### src/rtl/kirsch_pkg.sv
// Shared definitions for the Kirsch compass-kernel pipeline: pixel width,
// coordinate sizing and the 3x3 window record passed between stages.
package kirsch_pkg;

  localparam int KIRSCH_DATA_W = 8;

  function automatic int coord_w(input int n);
    return (n > 1) ? $clog2(n) : 1;
  endfunction

  typedef struct packed {
    logic [KIRSCH_DATA_W-1:0] p1;
    logic [KIRSCH_DATA_W-1:0] p2;
    logic [KIRSCH_DATA_W-1:0] p3;
    logic [KIRSCH_DATA_W-1:0] p4;
    logic [KIRSCH_DATA_W-1:0] p5;
    logic [KIRSCH_DATA_W-1:0] p6;
    logic [KIRSCH_DATA_W-1:0] p7;
    logic [KIRSCH_DATA_W-1:0] p8;
    logic [KIRSCH_DATA_W-1:0] p9;
  } kirsch_win_t;

endpackage

### src/rtl/kirsch_line_buffer.sv
// One image row of pixel storage. Read is combinational from the same address
// that is written on the edge, so the old contents are seen before the update.
module kirsch_line_buffer
  import kirsch_pkg::*;
#(
  parameter int IMG_W  = 64,
  parameter int DATA_W = KIRSCH_DATA_W
) (
  input  logic                        clk,
  input  logic [coord_w(IMG_W)-1:0]   addr,
  input  logic                        wr_en,
  input  logic [DATA_W-1:0]           wr_data,
  output logic [DATA_W-1:0]           rd_data
);

  logic [DATA_W-1:0] mem [IMG_W];

  assign rd_data = mem[addr];

  // Contents are deliberately not reset; every location is rewritten before use.
  always_ff @(posedge clk) begin
    if (wr_en) mem[addr] <= wr_data;
  end

endmodule

### src/rtl/kirsch_window_gen.sv
// Raster-stream 3x3 window generator: two line buffers feed the right column
// of a 3x3 shift register; a window is flagged only for interior centres.
module kirsch_window_gen
  import kirsch_pkg::*;
#(
  parameter int IMG_W  = 64,
  parameter int IMG_H  = 64,
  parameter int DATA_W = KIRSCH_DATA_W
) (
  input  logic                        clk,
  input  logic                        rst,
  input  logic [DATA_W-1:0]           pix_in,
  input  logic                        pix_valid,
  input  logic                        sof,
  output logic [DATA_W-1:0]           p1,
  output logic [DATA_W-1:0]           p2,
  output logic [DATA_W-1:0]           p3,
  output logic [DATA_W-1:0]           p4,
  output logic [DATA_W-1:0]           p5,
  output logic [DATA_W-1:0]           p6,
  output logic [DATA_W-1:0]           p7,
  output logic [DATA_W-1:0]           p8,
  output logic [DATA_W-1:0]           p9,
  output logic                        win_valid,
  output logic [coord_w(IMG_W)-1:0]   win_x,
  output logic [coord_w(IMG_H)-1:0]   win_y,
  output logic                        frame_done
);

  localparam int CW = coord_w(IMG_W);
  localparam int RW = coord_w(IMG_H);
  localparam logic [CW-1:0] COL_LAST = CW'(IMG_W - 1);
  localparam logic [RW-1:0] ROW_LAST = RW'(IMG_H - 1);

  logic [CW-1:0]     col, c_eff;
  logic [RW-1:0]     row, r_eff;
  logic [DATA_W-1:0] lb0_rd, lb1_rd;
  logic              lb_we, last_col, last_row, interior;

  // sof forces the current pixel to (0,0) regardless of counter state
  assign c_eff    = sof ? '0 : col;
  assign r_eff    = sof ? '0 : row;
  assign last_col = (c_eff == COL_LAST);
  assign last_row = (r_eff == ROW_LAST);
  assign interior = (r_eff >= RW'(2)) && (c_eff >= CW'(2));
  assign lb_we    = pix_valid && !rst;

  kirsch_line_buffer #(.IMG_W(IMG_W), .DATA_W(DATA_W)) u_lb0 (
    .clk     (clk),
    .addr    (c_eff),
    .wr_en   (lb_we),
    .wr_data (pix_in),
    .rd_data (lb0_rd)
  );

  kirsch_line_buffer #(.IMG_W(IMG_W), .DATA_W(DATA_W)) u_lb1 (
    .clk     (clk),
    .addr    (c_eff),
    .wr_en   (lb_we),
    .wr_data (lb0_rd),
    .rd_data (lb1_rd)
  );

  always_ff @(posedge clk) begin
    if (rst) begin
      col        <= '0;
      row        <= '0;
      {p1, p2, p3, p4, p5, p6, p7, p8, p9} <= '0;
      win_valid  <= 1'b0;
      win_x      <= '0;
      win_y      <= '0;
      frame_done <= 1'b0;
    end else begin
      win_valid  <= 1'b0;
      frame_done <= 1'b0;
      if (pix_valid) begin
        {p1, p2, p3} <= {p2, p3, lb1_rd};
        {p4, p5, p6} <= {p5, p6, lb0_rd};
        {p7, p8, p9} <= {p8, p9, pix_in};
        win_valid    <= interior;
        frame_done   <= last_col && last_row;
        if (interior) begin
          win_x <= c_eff - CW'(1);
          win_y <= r_eff - RW'(1);
        end
        if (last_col) begin
          col <= '0;
          row <= last_row ? '0 : r_eff + RW'(1);
        end else begin
          col <= c_eff + CW'(1);
          row <= r_eff;
        end
      end
    end
  end

endmodule

### config.mk
export PLATFORM = sky130hd
export DESIGN_NAME = kirsch_window_gen
export DESIGN_NICKNAME = d
export VERILOG_FILES = /design/src/rtl/kirsch_pkg.sv /design/src/rtl/kirsch_line_buffer.sv /design/src/rtl/kirsch_window_gen.sv
export SDC_FILE = /design/constraint.sdc
export NUM_CORES = 1
export LEC_CHECK = 0
export CAP_MARGIN = 20
export CORE_ASPECT_RATIO = 1.25
export CORE_MARGIN = 2
export CORE_UTILIZATION = 45
export CTS_CLUSTER_SIZE = 8
export DETAILED_ROUTE_END_ITERATION = 16
export GPL_ROUTABILITY_DRIVEN = 0
export PLACE_DENSITY_LB_ADDON = 0.05
export SYNTH_ARGS = -nofsm -noshare
export SYNTH_HDL_FRONTEND = slang
export SYNTH_SLANG_ARGS = --single-unit
### constraint.sdc
create_clock -name clk -period 7.5 [get_ports clk]
set_clock_uncertainty 0.2 [all_clocks]
set_input_delay 0.75 -clock clk [delete_from_list [all_inputs] [get_ports clk]]
set_output_delay 0.75 -clock clk [all_outputs]
set_load 0.05 [all_outputs]
* Word level (Yosys, flattened, before mapping)
Memories as Yosys holds them, arrays and structs flattened. A register that Yosys moved wholly into a read port is not among the register bits. Index checks and enable logic that the tools add are counted. W data, S select, Z words.
Word-level totals: memories kept 2, bits in registers 90, RAM bits 1024, output and inout bits 86, input bits 12, memory bits (read-only) 0, latch bits 0, word-level logic and storage cells 38
Operators by class: multiply operators 0, reduce and logical (&&, ||, !) cells 6, add/subtract/negate cells 4, muxes and demuxes 7, shifts and indexed selects 0, bitwise logic cells 1, divide/modulo/power cells 0, equality and inequality tests 2, magnitude comparators 2
Memories:
- u_lb0.mem | words 64, width 8, read ports 1, clocked after memory_dff 0, write ports 1, RTL line kirsch_line_buffer.sv:16 | logic [DATA_W-1:0] mem [IMG_W];
- u_lb1.mem | words 64, width 8, read ports 1, clocked after memory_dff 1, write ports 1, RTL line kirsch_line_buffer.sv:16
Operator list (number):
- $mux W6 | 5
- $add A6 B1 Y6 const B | 2
- $eq A6 B6 Y1 const B | 2
- $ge A6 B2 Y1 const B | 2
- $sub A6 B1 Y6 const B | 2
- $logic_and A1 B1 Y1 | 3
- $mux W1 | 2
- $reduce_and A2 Y1 | 1
- $reduce_or A2 Y1 | 1
- $logic_not A1 Y1 | 1
- $not A1 Y1 | 1

* Depth between registers and ports, before layout
depth in word-level cells 4, mapped depth 14, mapped depth without buffers 8

* Hierarchy
A second synthesis with hierarchy kept.
Second synthesis, totals: cell total of the unflattened synthesis 2743, area total of the unflattened synthesis 44665.3 µm²
Modules (own cells, without submodules):
- kirsch_line_buffer | area each 20289.5 µm², seq. area each 15374.7 µm², instances 2, cells an instance 1163
- kirsch_window_gen | area each 4086.4 µm², seq. area each 1961.9 µm², instances 1, cells an instance 417

* Least setup slack after synthesis
Ideal clock, no wire load.
kind input-to-reg, from in sof, to mem u_lb1.mem[0][5] in the netlist's numbering, data pin, setup time 0.601 ns, data arrival time 3.134 ns, stages 9, required time 6.699 ns, buffers on the path 5, setup slack 3.565 ns, cells stage by stage buf_4 > buf_2 > buf_2 > clkbuf_1 > clkbuf_1 > a2111oi_0 > a21oi_1 > nor4_1 > nand3_1
On the way: longest elaborated chain between the ends 2
Ends and longest elaborated chain:
- from (decl) | RTL line kirsch_window_gen.sv:14 | input logic sof,
- $mux W6 | RTL line kirsch_window_gen.sv:41 | assign c_eff = sof ? '0 : col;
- $mem_v2 Z64 W8
- net lb0_rd[5] | RTL line kirsch_window_gen.sv:37 | logic [DATA_W-1:0] lb0_rd, lb1_rd;
- to (decl) | RTL line kirsch_line_buffer.sv:16
The timed path passes the listed nets, and every way through them passes these cells.

* Worst setup path in the final report
from reg col[0], to mem u_lb1.mem[34][4] in the netlist's numbering, data pin
On the way: longest elaborated chain between the ends 2
Ends and longest elaborated chain:
- from (decl) | RTL line kirsch_window_gen.sv:35 | logic [CW-1:0] col, c_eff;
- from (signal assigned) | RTL line kirsch_window_gen.sv:90 | col <= c_eff + CW'(1);
- $mux W6 | RTL line kirsch_window_gen.sv:41
- $mem_v2 Z64 W8
- net lb0_rd[4] | RTL line kirsch_window_gen.sv:37
The timed path passes the listed nets, and every way through them passes these cells.

==> results.json <==
{
  "status": "completed",
  "grt_first_pass_wirelength_mm": 208.1,
  "routed_wl_mm": 150.2,
  "fp.coreArea_um2": 97370,
  "netSwitchingPower_w": 0.003091,
  "dieWidth_um": 284.1,
  "ys_seq_elements": 1122,
  "post_cts_resized": 0,
  "cp_top_family": "buffers and inverters",
  "synthesis.nets": 2769,
  "synth_area_per_cell_um2": 16.04,
  "start_util_pct": 45.32,
  "htreeDepth": 4,
  "postRouteAntennaNets": 0,
  "n_fill_cell": 7983,
  "multiInputGateArea_um2": 10480,
  "finalPower_w": 0.01415,
  "antenna_found_initial": 3,
  "vias": 27470,
  "synthCells": 2751,
  "critPathMaxStageDelay_ns": 0.84,
  "p_clk_share_pct": 46.0,
  "relSlewSlack_pct": 26.06,
  "synth_enable_flop_cells": 1024,
  "clockRootBuffer": "clkbuf_16",
  "cp_data_arrival_time_ns": 5.26,
  "criticalPathCategory": "reg2reg",
  "fin_nets": 2981,
  "seqCellArea_um2": 32720,
  "cts.clk_slew.worst_paths_ns": 0.05,
  "tightest_slew_ns": 1.109,
  "peakVddDrop_mv": 0.2065,
  "cts_buffers": 158,
  "fp.dieH_um": 354.1,
  "utilization_pct": 52.80,
  "fin_cells": 4326,
  "viasPerCell": 6.350,
  "seq_area_frac_synth_pct": 74.13,
  "leakagePower_nw": 16.39,
  "cp_slowest_cell": "buf_4",
  "hold_buffers": 0,
  "clock.fmax_ghz": 0.1976,
  "crit_top_cell": "buf_4",
  "p_comb_share_pct": 5.0,
  "layout-drive-gt1-share_pct": 13.65,
  "dpl.cell_count": 4102,
  "crit_buf_inv": 3,
  "synth_area_um2": 44130,
  "crit_required_ns": 7.70,
  "fp-row-count": 128,
  "clock-sinks": 1122,
  "clock_latency_ns": 0.77,
  "grt_overflow": 0,
  "syn_to_final_growth_pct": 16.52,
  "track_usage_pct": 29.61,
  "ys.warnings.count": 0,
  "clk_path_buf_depth": 3,
  "cp-end-kind": "flop",
  "drv_cap": 0,
  "grt_pass1_vias": 26270,
  "rsz0062_at_grt": "no",
  "grt_max_degree": 89,
  "seqPwrFrac_pct": 49.0,
  "min_path_type": "in2reg",
  "setup_slack_ns": 2.440,
  "drc": 0,
  "place_hpwl_mm": 89.58,
  "postCtsSetupBuffers": 0,
  "setup_viol_count_final": 0,
  "cts_tree": "built",
  "wl_per_cell_um": 34.72,
  "swShare_pct": 21.84,
  "yosys_most_used_dff": "edfxtp_1",
  "async_flop_share_pct": 0,
  "ys_types": 79,
  "hold_violations": 0,
  "intPower_w": 0.01106,
  "path_cells": "buf_4 -> nor2_2 -> buf_4 -> a32oi_1 -> o22ai_1 -> a211o_1 -> a211oi_1 -> nand2_2 -> buf_4",
  "timing.final.max_slew_violations": 0,
  "fin_crit_ns": 5.060,
  "powerDensity_nw_per_um2": 275.2,
  "setup_tns_ns": 0,
  "detail_route.iter0.violations": 3513,
  "worstPathMaxFanout": 61,
  "start_kind": "flop",
  "port_buffers": 97,
  "period_share_pct": 67.47,
  "top_level_ports": 98,
  "dp_slack_ns": 2.194,
  "dr.pass1.iters": 6,
  "die-area_um2": 100600
}
## path summary, 6_finish.rpt
path	cells after the start	start	endpoint	slack (ns)
setup / recovery	9	col[0]$_SDFFE_PP0P_	u_lb1.mem[34][4]$_DFFE_PP_	2.44
hold / removal	3	pix_valid	frame_done$_SDFF_PN0_	0.13
setup reg to reg	9	col[0]$_SDFFE_PP0P_	u_lb1.mem[34][4]$_DFFE_PP_	2.44
hold reg to reg	2	p1[1]$_SDFFE_PP0P_	p1[1]$_SDFFE_PP0P_	0.29
## synthesized netlist by cell type, drive strengths merged (10+ instances only)
cell	count	share of area, %
o2bb2ai	28	0.56
a32oi	13	0.26
nand3b	38	0.65
a22oi	36	0.61
nand3	21	0.24
mux4	10	0.51
a221oi	28	0.56
nor3	15	0.17
clkbuf	76	0.65
a2111oi	24	0.48
a22o	41	0.81
nor2	216	1.8
dfxtp	98	4.4
mux2	14	0.36
nand2	48	0.41
o21ai	58	0.67
edfxtp	1024	70
o22ai	115	1.6
a21oi	130	1.5
buf	114	1.5
nor2b	12	0.17
mux2i	340	7.7
inv	13	0.11
or3b	17	0.34
a211oi	55	0.94
a311oi	15	0.30
## cell families (layout without fill, tap and decap cells)
group,after synthesis,count (layout),share of synthesized area [%]
buffers and inverters,205,479,2.322
AOI/OAI and AO/OA,620,620,9.800
adders and majority gates,6,6,0.1701
DFF,1122,1122,74.13
muxes,364,364,8.580
other,0,1,0
xor gates and xnor gates,7,7,0.1389
and+or+nand+nor,427,427,4.857
## sequential cells by signal (all words and copies together) (netlist names)
| register | flops |
|---|---|
| frame_done | 1 |
| p6 | 8 |
| p9 | 8 |
| row | 6 |
| win_valid | 1 |
| win_x | 6 |
| p5 | 8 |
| p4 | 8 |
| win_y | 6 |
| p2 | 8 |
| u_lb1.mem | 512 |
| u_lb0.mem | 512 |
| p3 | 8 |
| p1 | 8 |
| p7 | 8 |
| col | 6 |
| p8 | 8 |
## power groups by stage
stage                     Clock, W  Combinational (W)  Sequential (W)
after floorplan                  0           0.000329         0.00709
after global placement           0           0.000692         0.00704
after detailed placement         0           0.000701         0.00704
after CTS                  0.00659           0.000702         0.00693
after global routing       0.00684           0.000734         0.00692
final                      0.00651           0.000711         0.00693
## cell type report
cell class / instances / area share (%)
inverter: 15 / 0.1095
tap: 1300 / 3.163
clock inverter: 7 / 0.1655
clock buffer: 215 / 8.437
antenna: 1 / 0.004867
multi-input combinational: 1424 / 20.38
sequential: 1122 / 63.64
timing repair buffer: 242 / 4.103
## stage by stage
stage | area, um2 | hold slack [ns]
2_1_floorplan | 44130 | 0.3084
3_3_place_gp | 46900 | 0.2615
3_5_place_dp | 46990 | 0.2791
4_1_cts | 51410 | 0.09333
5_1_grt | 51410 | 0.1330
6_report | 51420 | 0.1310
## worst register-to-register path: cells and delay by family (launching register included)
kind / cells / cell delay, ns
flops: 1 / 0.64
buf+inv: 3 / 1.69
compound gates: 4 / 1.24
simple gates: 2 / 0.90
## cells in the final DEF (no fill, tap or decap), drive strengths merged, types with 38 or more instances in the layout
cell | synthesis | layout
dfxtp | 98 | 98
nor2 | 216 | 216
o22ai | 115 | 115
mux2i | 340 | 340
buf | 114 | 156
nand2 | 48 | 48
a22o | 41 | 41
edfxtp | 1024 | 1024
nand3b | 38 | 38
clkbuf | 76 | 215
o21ai | 58 | 58
a21oi | 130 | 130
clkdlybuf4s50 | 0 | 86
a211oi | 55 | 55
## routing by layer
layer  GRT usage [%]  routed length, um  up-vias
li1                -                  -    11370
met1           39.02              58280    14120
met2           46.13              69370     1632
met3           6.973              14420      349
met4           15.04               8136        0
met5               0                  0        -
Note: power is estimated with default switching activity, not from simulation.
